--- src/rtl/mem_port_arbiter.sv ---
// Two-master memory port arbiter: the instruction fetch port (read-only) and
// the load/store port (read/write) share one single-ported memory. One
// transaction is in flight at a time. The memory request lines come only from
// the FSM state and from the latched copies of the request, so they stay
// stable until the memory signals completion.
module mem_port_arbiter #(
    parameter int ADDR_W = 32,
    parameter int DATA_W = 32
) (
    input  logic                clk,
    input  logic                reset,
    // instruction fetch port
    input  logic                i_req,
    input  logic [ADDR_W-1:0]   i_addr,
    output logic                i_ready,
    output logic                i_valid,
    output logic [DATA_W-1:0]   i_rdata,
    // load/store port
    input  logic                d_req,
    input  logic                d_we,
    input  logic [ADDR_W-1:0]   d_addr,
    input  logic [DATA_W/8-1:0] d_wmask,
    input  logic [DATA_W-1:0]   d_wdata,
    output logic                d_ready,
    output logic                d_valid,
    output logic [DATA_W-1:0]   d_rdata,
    // memory side
    output logic                m_rreq,
    output logic [ADDR_W-1:0]   m_raddr,
    input  logic [DATA_W-1:0]   m_rdata,
    input  logic                m_data_valid,
    output logic                m_wreq,
    output logic [ADDR_W-1:0]   m_waddr,
    output logic [DATA_W/8-1:0] m_wmask,
    output logic [DATA_W-1:0]   m_wdata,
    input  logic                m_write_done
);

    typedef enum logic [1:0] {
        IDLE = 2'd0,
        I_RD = 2'd1,
        D_RD = 2'd2,
        D_WR = 2'd3
    } state_t;

    state_t              r_state;
    state_t              w_state_next;
    logic                r_last_d;
    logic [ADDR_W-1:0]   r_addr;
    logic [DATA_W/8-1:0] r_wmask;
    logic [DATA_W-1:0]   r_wdata;
    logic                r_i_valid;
    logic                r_d_valid;
    logic [DATA_W-1:0]   r_i_rdata;
    logic [DATA_W-1:0]   r_d_rdata;

    logic w_idle;
    logic w_grant_i;
    logic w_grant_d;
    logic w_rd_done_i;
    logic w_rd_done_d;
    logic w_wr_done;

    // On a tie the master that did not win last time is granted. Grants are
    // suppressed while reset is held so no master sees a phantom accept.
    assign w_idle      = (r_state == IDLE) && !reset;
    assign w_grant_i   = w_idle && i_req && (!d_req || r_last_d);
    assign w_grant_d   = w_idle && d_req && (!i_req || !r_last_d);
    assign w_rd_done_i = (r_state == I_RD) && m_data_valid;
    assign w_rd_done_d = (r_state == D_RD) && m_data_valid;
    assign w_wr_done   = (r_state == D_WR) && m_write_done;

    assign i_ready = w_grant_i;
    assign d_ready = w_grant_d;
    assign i_valid = r_i_valid;
    assign d_valid = r_d_valid;
    assign i_rdata = r_i_rdata;
    assign d_rdata = r_d_rdata;

    // State register
    always_ff @(posedge clk) begin
        if (reset) r_state <= IDLE;
        else       r_state <= w_state_next;
    end

    // Next-state logic: completions of the wrong kind are ignored
    always_comb begin
        w_state_next = r_state;
        case (r_state)
            IDLE: begin
                if (w_grant_i)      w_state_next = I_RD;
                else if (w_grant_d) w_state_next = d_we ? D_WR : D_RD;
            end
            I_RD: if (m_data_valid) w_state_next = IDLE;
            D_RD: if (m_data_valid) w_state_next = IDLE;
            D_WR: if (m_write_done) w_state_next = IDLE;
            default: w_state_next = IDLE;
        endcase
    end

    // Memory request strobes decoded from state only
    always_comb begin
        m_rreq = 1'b0;
        m_wreq = 1'b0;
        case (r_state)
            I_RD:    m_rreq = 1'b1;
            D_RD:    m_rreq = 1'b1;
            D_WR:    m_wreq = 1'b1;
            default: ;
        endcase
    end

    assign m_raddr = r_addr;
    assign m_waddr = r_addr;
    assign m_wmask = r_wmask;
    assign m_wdata = r_wdata;

    // Latch the granted master's request so later input changes have no effect
    always_ff @(posedge clk) begin
        if (reset) begin
            r_last_d <= 1'b1;
            r_addr   <= '0;
            r_wmask  <= '0;
            r_wdata  <= '0;
        end else if (w_grant_i) begin
            r_last_d <= 1'b0;
            r_addr   <= i_addr;
        end else if (w_grant_d) begin
            r_last_d <= 1'b1;
            r_addr   <= d_addr;
            r_wmask  <= d_wmask;
            r_wdata  <= d_wdata;
        end
    end

    // Registered responses: one-cycle valid pulses, rdata held until next completion
    always_ff @(posedge clk) begin
        if (reset) begin
            r_i_valid <= 1'b0;
            r_d_valid <= 1'b0;
            r_i_rdata <= '0;
            r_d_rdata <= '0;
        end else begin
            r_i_valid <= w_rd_done_i;
            r_d_valid <= w_rd_done_d || w_wr_done;
            if (w_rd_done_i) r_i_rdata <= m_rdata;
            if (w_rd_done_d) r_d_rdata <= m_rdata;
            else if (w_wr_done) r_d_rdata <= '0;
        end
    end

endmodule

--- config.mk ---
export PLATFORM = sky130hd
export DESIGN_NAME = mem_port_arbiter
export DESIGN_NICKNAME = d
export VERILOG_FILES = /design/src/rtl/mem_port_arbiter.sv
export SDC_FILE = /design/constraint.sdc
export NUM_CORES = 1
export LEC_CHECK = 0
export ABC_AREA = 1
export BUFFER_PORTS_ARGS = -buffer_cell sky130_fd_sc_hd__clkbuf_2
export CAP_MARGIN = 25
export CORE_MARGIN = 5
export CORE_UTILIZATION = 34
export DETAILED_ROUTE_END_ITERATION = 10
export GPL_TIMING_DRIVEN = 0
export HOLD_SLACK_MARGIN = 0.15
export PLACE_DENSITY = 0.62
export SYNTH_ARGS = -nofsm -noshare
export SYNTH_HDL_FRONTEND = slang
export SYNTH_SLANG_ARGS = --single-unit
--- constraint.sdc ---
create_clock -name clk -period 2.3 [get_ports clk]
set_clock_uncertainty 0.1 [all_clocks]
set_input_delay 0.23 -clock clk [delete_from_list [all_inputs] [get_ports clk]]
set_output_delay 0.23 -clock clk [all_outputs]
set_load 0.03 [all_outputs]
==> run metrics, run 1 <==
final design area excluding fillers=9550 µm²; cell area after technology mapping=5750 µm²; Setup TNS Final=0 ps; Critical Path Start Type=flip-flop; top cell types by occurrence after synthesis=sky130_fd_sc_hd__nand2_1 (220), sky130_fd_sc_hd__dfxtp_1 (137), sky130_fd_sc_hd__inv_1 (75); CTS max path bufs=2; core area=16600 µm²; clock tree from TritonCTS=yes; first-pass GRT wire length=33700 µm; total number of placement rows=47; top cell family by delay on the critical path=buffers and inverters; antenna-violating nets left=0; utilization after layout=57.6%; most area-hungry cell type in the Yosys netlist=sky130_fd_sc_hd__dfxtp_1; final count of hold timing violations=0; RSZ-0062 raised after global routing=false; Cell Count, Final, Fillers Out=1493; count of unique library cells instantiated by Yosys=19; HP Class=input pin to flip-flop; nets in the synthesized netlist=941; max frequency=459 MHz; buffers added on ports=305; Internal=5.62 mW; final-layout worst hold slack=202 ps; estimated wirelength of the detail-placed design=14900 µm; Die H=140 µm; Routability Congestion=0.902; crit path buf inv count=5; share of layout cells above drive strength 1=32.4%; layout overhead on the synthesized area=66.0%; ys flop type=sky130_fd_sc_hd__dfxtp_1; FILL cells=1554; max cap viols=0; number of levels in the clock H-tree=4; total wire length=21000 µm; Pins Over Slew Limit=0; vias per inst=4.47; instance count of the mapped netlist=797; clock sinks=137; switching part of the total=42.1%; critical-path cell with the highest stage delay=sky130_fd_sc_hd__dfxtp_1; Antenna Diode Count=0; total number of vias=6671; number of antenna violations at the first check in global routing=0; cell count after placement=1322; delay of the slowest critical-path stage=330 ps; Psw=4.09 mW; number of remaining DRC errors=0; share of the cycle needed by the critical path after routing=94.8%; peak supply drop=0.671 mV; worst endpoint required time=1970 ps; element type at the critical path end=output pin; number of flops mapped to enable cells by yosys=0; crit path cell chain=inv_1, ha_4, inv_2, nor2_4, nand3_2, inv_4, buf_4, clkbuf_4; Lkg Pwr=5.11 nW; Seq/Total Area, Yosys=47.7%; number of flip-flops and latches in the synthesized netlist=137; transition at the pin with the smallest max-transition slack=466 ps; Pwr per Cell Area=1020 nW/µm²; die footprint=19600 µm²; number of global-route vias before repair=6749; async set or reset register ratio after synthesis=0%; Final nets=1404; Mapped Avg Cell Area=7.22 µm²; number of warnings issued by yosys=0; combined global-route utilization of all metal layers=21.0%; placed cell area=7550 µm²; Worst Setup Path Type=flip-flop to output pin; Iter 0 DRT Violations=322; number of top-level pins=309; portion of synthesized cell area occupied by the leading cell type=47.7%; final global-route overflow total=0; minimum period implied by the final worst setup slack=2180 ps; Final setup violation count=0; part of the total power dissipated in the clock network=26.8%; Flop pwr share=31.9%; overall die width=140 µm; outcome=complete, no violations; most repeated cell in the gate-level netlist after synthesis=sky130_fd_sc_hd__nand2_1; combinational cell fraction of total power=41.3%; clock-pin transition on the worst setup and hold timing paths=60 ps; signal arrival time at the worst endpoint=1850 ps; Root Buffer Master=sky130_fd_sc_hd__clkbuf_16; number of buffers inserted during clock tree synthesis=17; clk_lat worst skew=410 ps; largest driver fanout on the critical path=10; largest net degree at the start of global routing=17; cell types occupying the most area after synthesis=sky130_fd_sc_hd__dfxtp_1 (48%), sky130_fd_sc_hd__nand2_1 (14%), sky130_fd_sc_hd__nand3_1 (5.7%); initial cell density of the core=34.7%; worst relative slew slack=69.0%; detailed-router iteration count before antenna repair=6; WL per Instance=14.1 µm
## final timing paths
path / start / end / slack, ps / depth (start not counted)
worst min-delay path: m_write_done / d_rdata[31] / 200 / 6
worst max register to register: r_state[0] / d_rdata[1] / 130 / 7
worst max-delay path: r_state[0] / d_ready / 120 / 8
worst min register to register: m_wdata[22] / m_wdata[22] / 340 / 2
## power groups by stage
stage	registers [mW]	clock network [mW]	logic, mW
after global placement	3.13	0	3.72
after floorplan	3.85	0	1.89
after global routing	3.15	2.79	4.38
final	3.10	2.61	4.01
after CTS	3.09	2.70	3.99
after detailed placement	3.14	0	3.74
## state kept, by name, indices dropped and copies added (netlist names)
signal    count
d_rdata      32
i_rdata      32
m_raddr      32
m_wdata      32
m_wmask       4
r_state       2
d_valid       1
i_valid       1
r_last_d      1
## tightest hold or removal path, cell delays in order
cell	delay (ps)
sky130_fd_sc_hd__clkbuf_2	90
sky130_fd_sc_hd__nand2_1	50
sky130_fd_sc_hd__nand2_1	60
sky130_fd_sc_hd__inv_1	100
sky130_fd_sc_hd__nand2_1	80
sky130_fd_sc_hd__a21oi_1	50
## timing repair
| item | CTS | global route |
|---|---|---|
| endpoints found under the setup margin | 2 | 5 |
| endpoints found under the hold margin | 134 | 0 |
| hold buffers | 138 | 0 |
| setup buffers | 2 | 0 |
| resized for setup | 5 | 6 |
| pin swaps | 1 | 0 |
## cells in the final DEF, fill, tap and decap left out
| cell | instances |
|---|---|
| sky130_fd_sc_hd__a21oi_1 | 33 |
| sky130_fd_sc_hd__nor2_1 | 70 |
| sky130_fd_sc_hd__clkinv_4 | 4 |
| sky130_fd_sc_hd__o21ai_0 | 53 |
| sky130_fd_sc_hd__clkbuf_8 | 1 |
| sky130_fd_sc_hd__clkbuf_1 | 22 |
| sky130_fd_sc_hd__ha_1 | 4 |
| sky130_fd_sc_hd__buf_2 | 22 |
| sky130_fd_sc_hd__clkbuf_16 | 17 |
| sky130_fd_sc_hd__dlygate4sd3_1 | 138 |
| sky130_fd_sc_hd__clkbuf_4 | 3 |
| sky130_fd_sc_hd__nand3_2 | 4 |
| sky130_fd_sc_hd__clkinvlp_4 | 2 |
| sky130_fd_sc_hd__inv_6 | 4 |
| sky130_fd_sc_hd__nand3_1 | 65 |
| sky130_fd_sc_hd__clkbuf_2 | 303 |
| sky130_fd_sc_hd__inv_1 | 74 |
| sky130_fd_sc_hd__inv_4 | 2 |
| sky130_fd_sc_hd__o21ai_1 | 12 |
| sky130_fd_sc_hd__inv_8 | 3 |
| sky130_fd_sc_hd__nand2_1 | 220 |
| sky130_fd_sc_hd__ha_4 | 1 |
| sky130_fd_sc_hd__nand2_2 | 1 |
| sky130_fd_sc_hd__nor2_4 | 1 |
| sky130_fd_sc_hd__clkinv_8 | 1 |
| sky130_fd_sc_hd__buf_1 | 1 |
| sky130_fd_sc_hd__inv_2 | 3 |
| sky130_fd_sc_hd__nand4_1 | 32 |
| sky130_fd_sc_hd__buf_4 | 40 |
| sky130_fd_sc_hd__dfxtp_1 | 137 |
## logic make-up after synthesis
logic type / share of synthesized area [%]
AND/OR/NAND/NOR: 29.0
buffers and inverters: 13.7
AO/OA/AOI/OAI: 8.53
adder cells (fa/ha/maj): 1.09
flip-flops: 47.7
## layout make-up
class,count,area (µm²),area share [%]
multi-input combinational,496,2240,23.4
inverter,79,302,3.16
timing repair buffer,445,2930,30.7
clock buffer,18,439,4.60
tap,220,275,2.88
buffer,84,489,5.12
clock inverter,14,135,1.42
sequential,137,2740,28.7
## routing by layer
layer | wire, µm | part of all wire [%] | global-route usage, % | vias up
li1 | - | - | - | 3423
met1 | 8670 | 41 | 24.4 | 2930
met2 | 10400 | 49 | 37.1 | 276
met3 | 1510 | 7.2 | 5.83 | 42
met4 | 520 | 2.5 | 7.50 | 0
met5 | 0 | 0 | 0 | -
## through the flow
step,total power [mW],worst slack (ps)
floorplan,5.74,679
global placement,6.85,207
detailed placement,6.88,167
CTS,9.78,24.7
global route,10.3,6.44
finish,9.71,120
(Power assumes the default switching activity.)
==> run 2, diff against run 1 <==
- ABC_AREA: 1 -> unset
- PLACE_DENSITY: 0.62 -> 0.61
==> run metrics, run 2 <==
worst reg2reg startpoint=r_state[0] (unchanged); worst endpoint required time=1970 ps (about the same); total wire length=21200 µm (was 21000 µm); core area=17400 µm² (was 16600 µm²); clock tree from TritonCTS=yes (unchanged); Iter 0 DRT Violations=199 (was 322); Setup TNS Final=0 ps (unchanged); clock-pin transition on the worst setup and hold timing paths=70 ps (was 60 ps); leading cell type in the layout, fill and taps excluded=sky130_fd_sc_hd__clkbuf_2 (unchanged); FF-to-FF path depth=7 (unchanged); peak supply drop=0.583 mV (was 0.671 mV); die footprint=20600 µm² (was 19600 µm²); share of the cycle needed by the critical path after routing=94.5% (was 94.8%); max cap viols=0 (unchanged); clock sinks=137 (unchanged); portion of synthesized cell area occupied by the leading cell type=45.3% (was 47.7%); combined global-route utilization of all metal layers=20.0% (was 21.0%); number of remaining DRC errors=0 (unchanged); worst relative slew slack=52.1% (was 69.0%); number of buffers inserted during clock tree synthesis=17 (unchanged); Final setup violation count=0 (unchanged); element type at the critical path end=output pin (unchanged); placed cell area=7880 µm² (was 7550 µm²); switching part of the total=40.1% (was 42.1%); total number of placement rows=48 (was 47); antenna-violating nets left=0 (unchanged); signal arrival time at the worst endpoint=1840 ps (was 1850 ps); initial cell density of the core=34.8% (was 34.7%); max frequency=460 MHz (was 459 MHz); worst setup margin=126 ps (was 120 ps); number of warnings issued by yosys=0 (unchanged); transition at the pin with the smallest max-transition slack=718 ps (was 466 ps); estimated wirelength of the detail-placed design=15200 µm (was 14900 µm); most area-hungry cell type in the Yosys netlist=sky130_fd_sc_hd__dfxtp_1 (unchanged); Final nets=1193 (was 1404); number of flops mapped to enable cells by yosys=0 (unchanged); Psw=3.88 mW (was 4.09 mW); number of top-level pins=309 (unchanged); Flop pwr share=31.8% (was 31.9%); count of unique library cells instantiated by Yosys=37 (was 19); top cell types by occurrence after synthesis=sky130_fd_sc_hd__dfxtp_1 (137), sky130_fd_sc_hd__nand2_1 (68), sky130_fd_sc_hd__a21oi_1 (64) (was sky130_fd_sc_hd__nand2_1 (220), sky130_fd_sc_hd__dfxtp_1 (137), sky130_fd_sc_hd__inv_1 (75)); most repeated cell in the gate-level netlist after synthesis=sky130_fd_sc_hd__dfxtp_1 (was sky130_fd_sc_hd__nand2_1); ys flop type=sky130_fd_sc_hd__dfxtp_1 (unchanged); part of the total power dissipated in the clock network=27.4% (was 26.8%); most used cells in the layout excluding fill and tap cells=sky130_fd_sc_hd__clkbuf_2 (307), sky130_fd_sc_hd__dfxtp_1 (135), sky130_fd_sc_hd__dlygate4sd3_1 (89) (was sky130_fd_sc_hd__clkbuf_2 (303), sky130_fd_sc_hd__nand2_1 (220), sky130_fd_sc_hd__dlygate4sd3_1 (138)); final global-route overflow total=0 (unchanged); Pins Over Slew Limit=0 (unchanged); share of layout cells above drive strength 1=44.4% (was 32.4%); cell depth of the worst hold path=3 (was 6); Routability Congestion=0.835 (was 0.902); final count of hold timing violations=0 (unchanged); utilization after layout=53.9% (was 57.6%); final design area excluding fillers=9390 µm² (was 9550 µm²); Worst Setup Path Type=flip-flop to output pin (unchanged); Lkg Pwr=4.31 nW (was 5.11 nW); combinational cell fraction of total power=40.9% (was 41.3%); number of antenna violations at the first check in global routing=0 (unchanged); number of flip-flops and latches in the synthesized netlist=137 (unchanged); detailed-router iteration count before antenna repair=5 (was 6); largest net degree at the start of global routing=17 (unchanged); source of the critical timing path=r_state[0] (unchanged); Internal=5.79 mW (was 5.62 mW); Die H=143 µm (was 140 µm); layout overhead on the synthesized area=55.0% (was 66.0%); nets in the synthesized netlist=776 (was 941); startpoint of the most critical hold path=i_addr[9] (was m_write_done); clk_lat worst skew=420 ps (was 410 ps); Pwr per Cell Area=1030 nW/µm² (was 1020 nW/µm²); vias per inst=4.82 (was 4.47); buffers added on ports=307 (was 305); Root Buffer Master=sky130_fd_sc_hd__clkbuf_16 (unchanged); Mapped Avg Cell Area=9.59 µm² (was 7.22 µm²); number of levels in the clock H-tree=4 (unchanged); outcome=complete, no violations (unchanged); overall die width=143 µm (was 140 µm); HP Class=input pin to flip-flop (unchanged); largest driver fanout on the critical path=10 (unchanged); Critical Path Start Type=flip-flop (unchanged); number of global-route vias before repair=6456 (was 6749); RSZ-0062 raised after global routing=false (unchanged); cell area after technology mapping=6060 µm² (was 5750 µm²); instance count of the mapped netlist=632 (was 797); first-pass GRT wire length=32900 µm (was 33700 µm); WL per Instance=16.5 µm (was 14.1 µm); total power=9.68 mW (was 9.71 mW); Seq/Total Area, Yosys=45.3% (was 47.7%); async set or reset register ratio after synthesis=0% (unchanged); CTS max path bufs=2 (unchanged); worst setup slack after placement=145 ps (was 167 ps); cell types occupying the most area after synthesis=sky130_fd_sc_hd__dfxtp_1 (45%), sky130_fd_sc_hd__mux2_4 (7.2%), sky130_fd_sc_hd__a2111oi_2 (5.9%) (was sky130_fd_sc_hd__dfxtp_1 (48%), sky130_fd_sc_hd__nand2_1 (14%), sky130_fd_sc_hd__nand3_1 (5.7%)); minimum period implied by the final worst setup slack=2170 ps (was 2180 ps); total number of vias=6202 (was 6671)
## run 2: changes by cell type in the layout (fill, tap and decap cells not counted), moves of 32 or more
cell and change:
sky130_fd_sc_hd__nand2_1 -152, sky130_fd_sc_hd__nor3_1 +32, sky130_fd_sc_hd__o21ai_0 -52, sky130_fd_sc_hd__dlygate4sd3_1 -49
sky130_fd_sc_hd__nor2b_1 +39, sky130_fd_sc_hd__inv_1 -70, sky130_fd_sc_hd__nor2_1 -36, sky130_fd_sc_hd__a22oi_1 +33
sky130_fd_sc_hd__nand4_1 -32, sky130_fd_sc_hd__nor4_1 +32, sky130_fd_sc_hd__nand3_1 -64
## run 2: layout make-up
class	count	area, µm²
clock inverters	11	98.8
repair buffers	399	2450
multi-input cells	396	2760
fillers	1631	8030
inverters	6	22.5
plain buffers	92	552
clock buffers	21	480
well taps	225	282
diodes	1	2.50
flip-flops and latches	137	2750
## run 2: power by group through the flow
stage                     registers, mW  clock network, mW  logic, mW
final                              3.07               2.65       3.95
after global routing               3.12               2.83       4.24
after CTS                          3.07               2.72       3.98
after detailed placement           3.11                  0       3.81
after global placement             3.10                  0       3.78
after floorplan                    3.83                  0       1.99
## run 2: worst max-delay path: stages (launching register included)
cell,delay [ps]
sky130_fd_sc_hd__dfxtp_2,340
sky130_fd_sc_hd__inv_2,90
sky130_fd_sc_hd__ha_4,170
sky130_fd_sc_hd__and2b_1,120
sky130_fd_sc_hd__buf_4,170
sky130_fd_sc_hd__nand3_4,120
sky130_fd_sc_hd__buf_12,170
sky130_fd_sc_hd__inv_1,50
sky130_fd_sc_hd__clkbuf_4,180
## run 2: kinds of logic after synthesis
family | synth area share (%)
flops | 45.3
mux | 8.65
buf+inv | 9.46
simple gates | 17.9
compound gates | 17.7
fa+ha+maj | 1.03
## run 2: path summary, 6_finish.rpt
check           endpoint  slack [ps]
max              d_ready         130
min           m_raddr[9]         160
min reg2reg   i_rdata[3]         350
max reg2reg  m_raddr[29]         300
## run 2: metal layers
metal	track usage, %	routed length [µm]	up-vias
met2	36.2	10700	238
met3	5.79	1630	36
met1	21.9	8330	2876
li1	-	-	3052
met4	8.23	567	0
met5	0	0	-
## run 2: per-stage QoR
stage,std cells,hold slack (ps)
2_1_floorplan,632,266
3_3_place_gp,1164,341
3_5_place_dp,1164,347
4_1_cts,1287,150
5_1_grt,1287,154
6_report,1288,156
## run 2: what timing repair did
| action | 4_1_cts | 5_1_grt |
|---|---|---|
| endpoints found under the hold margin | 119 | 0 |
| buffers inserted | 3 | 0 |
| pin swaps | 1 | 0 |
| endpoints found under the setup margin | 2 | 1 |
| cloned | 0 | 0 |
| gates resized for setup | 6 | 4 |
| hold buffers | 89 | 0 |
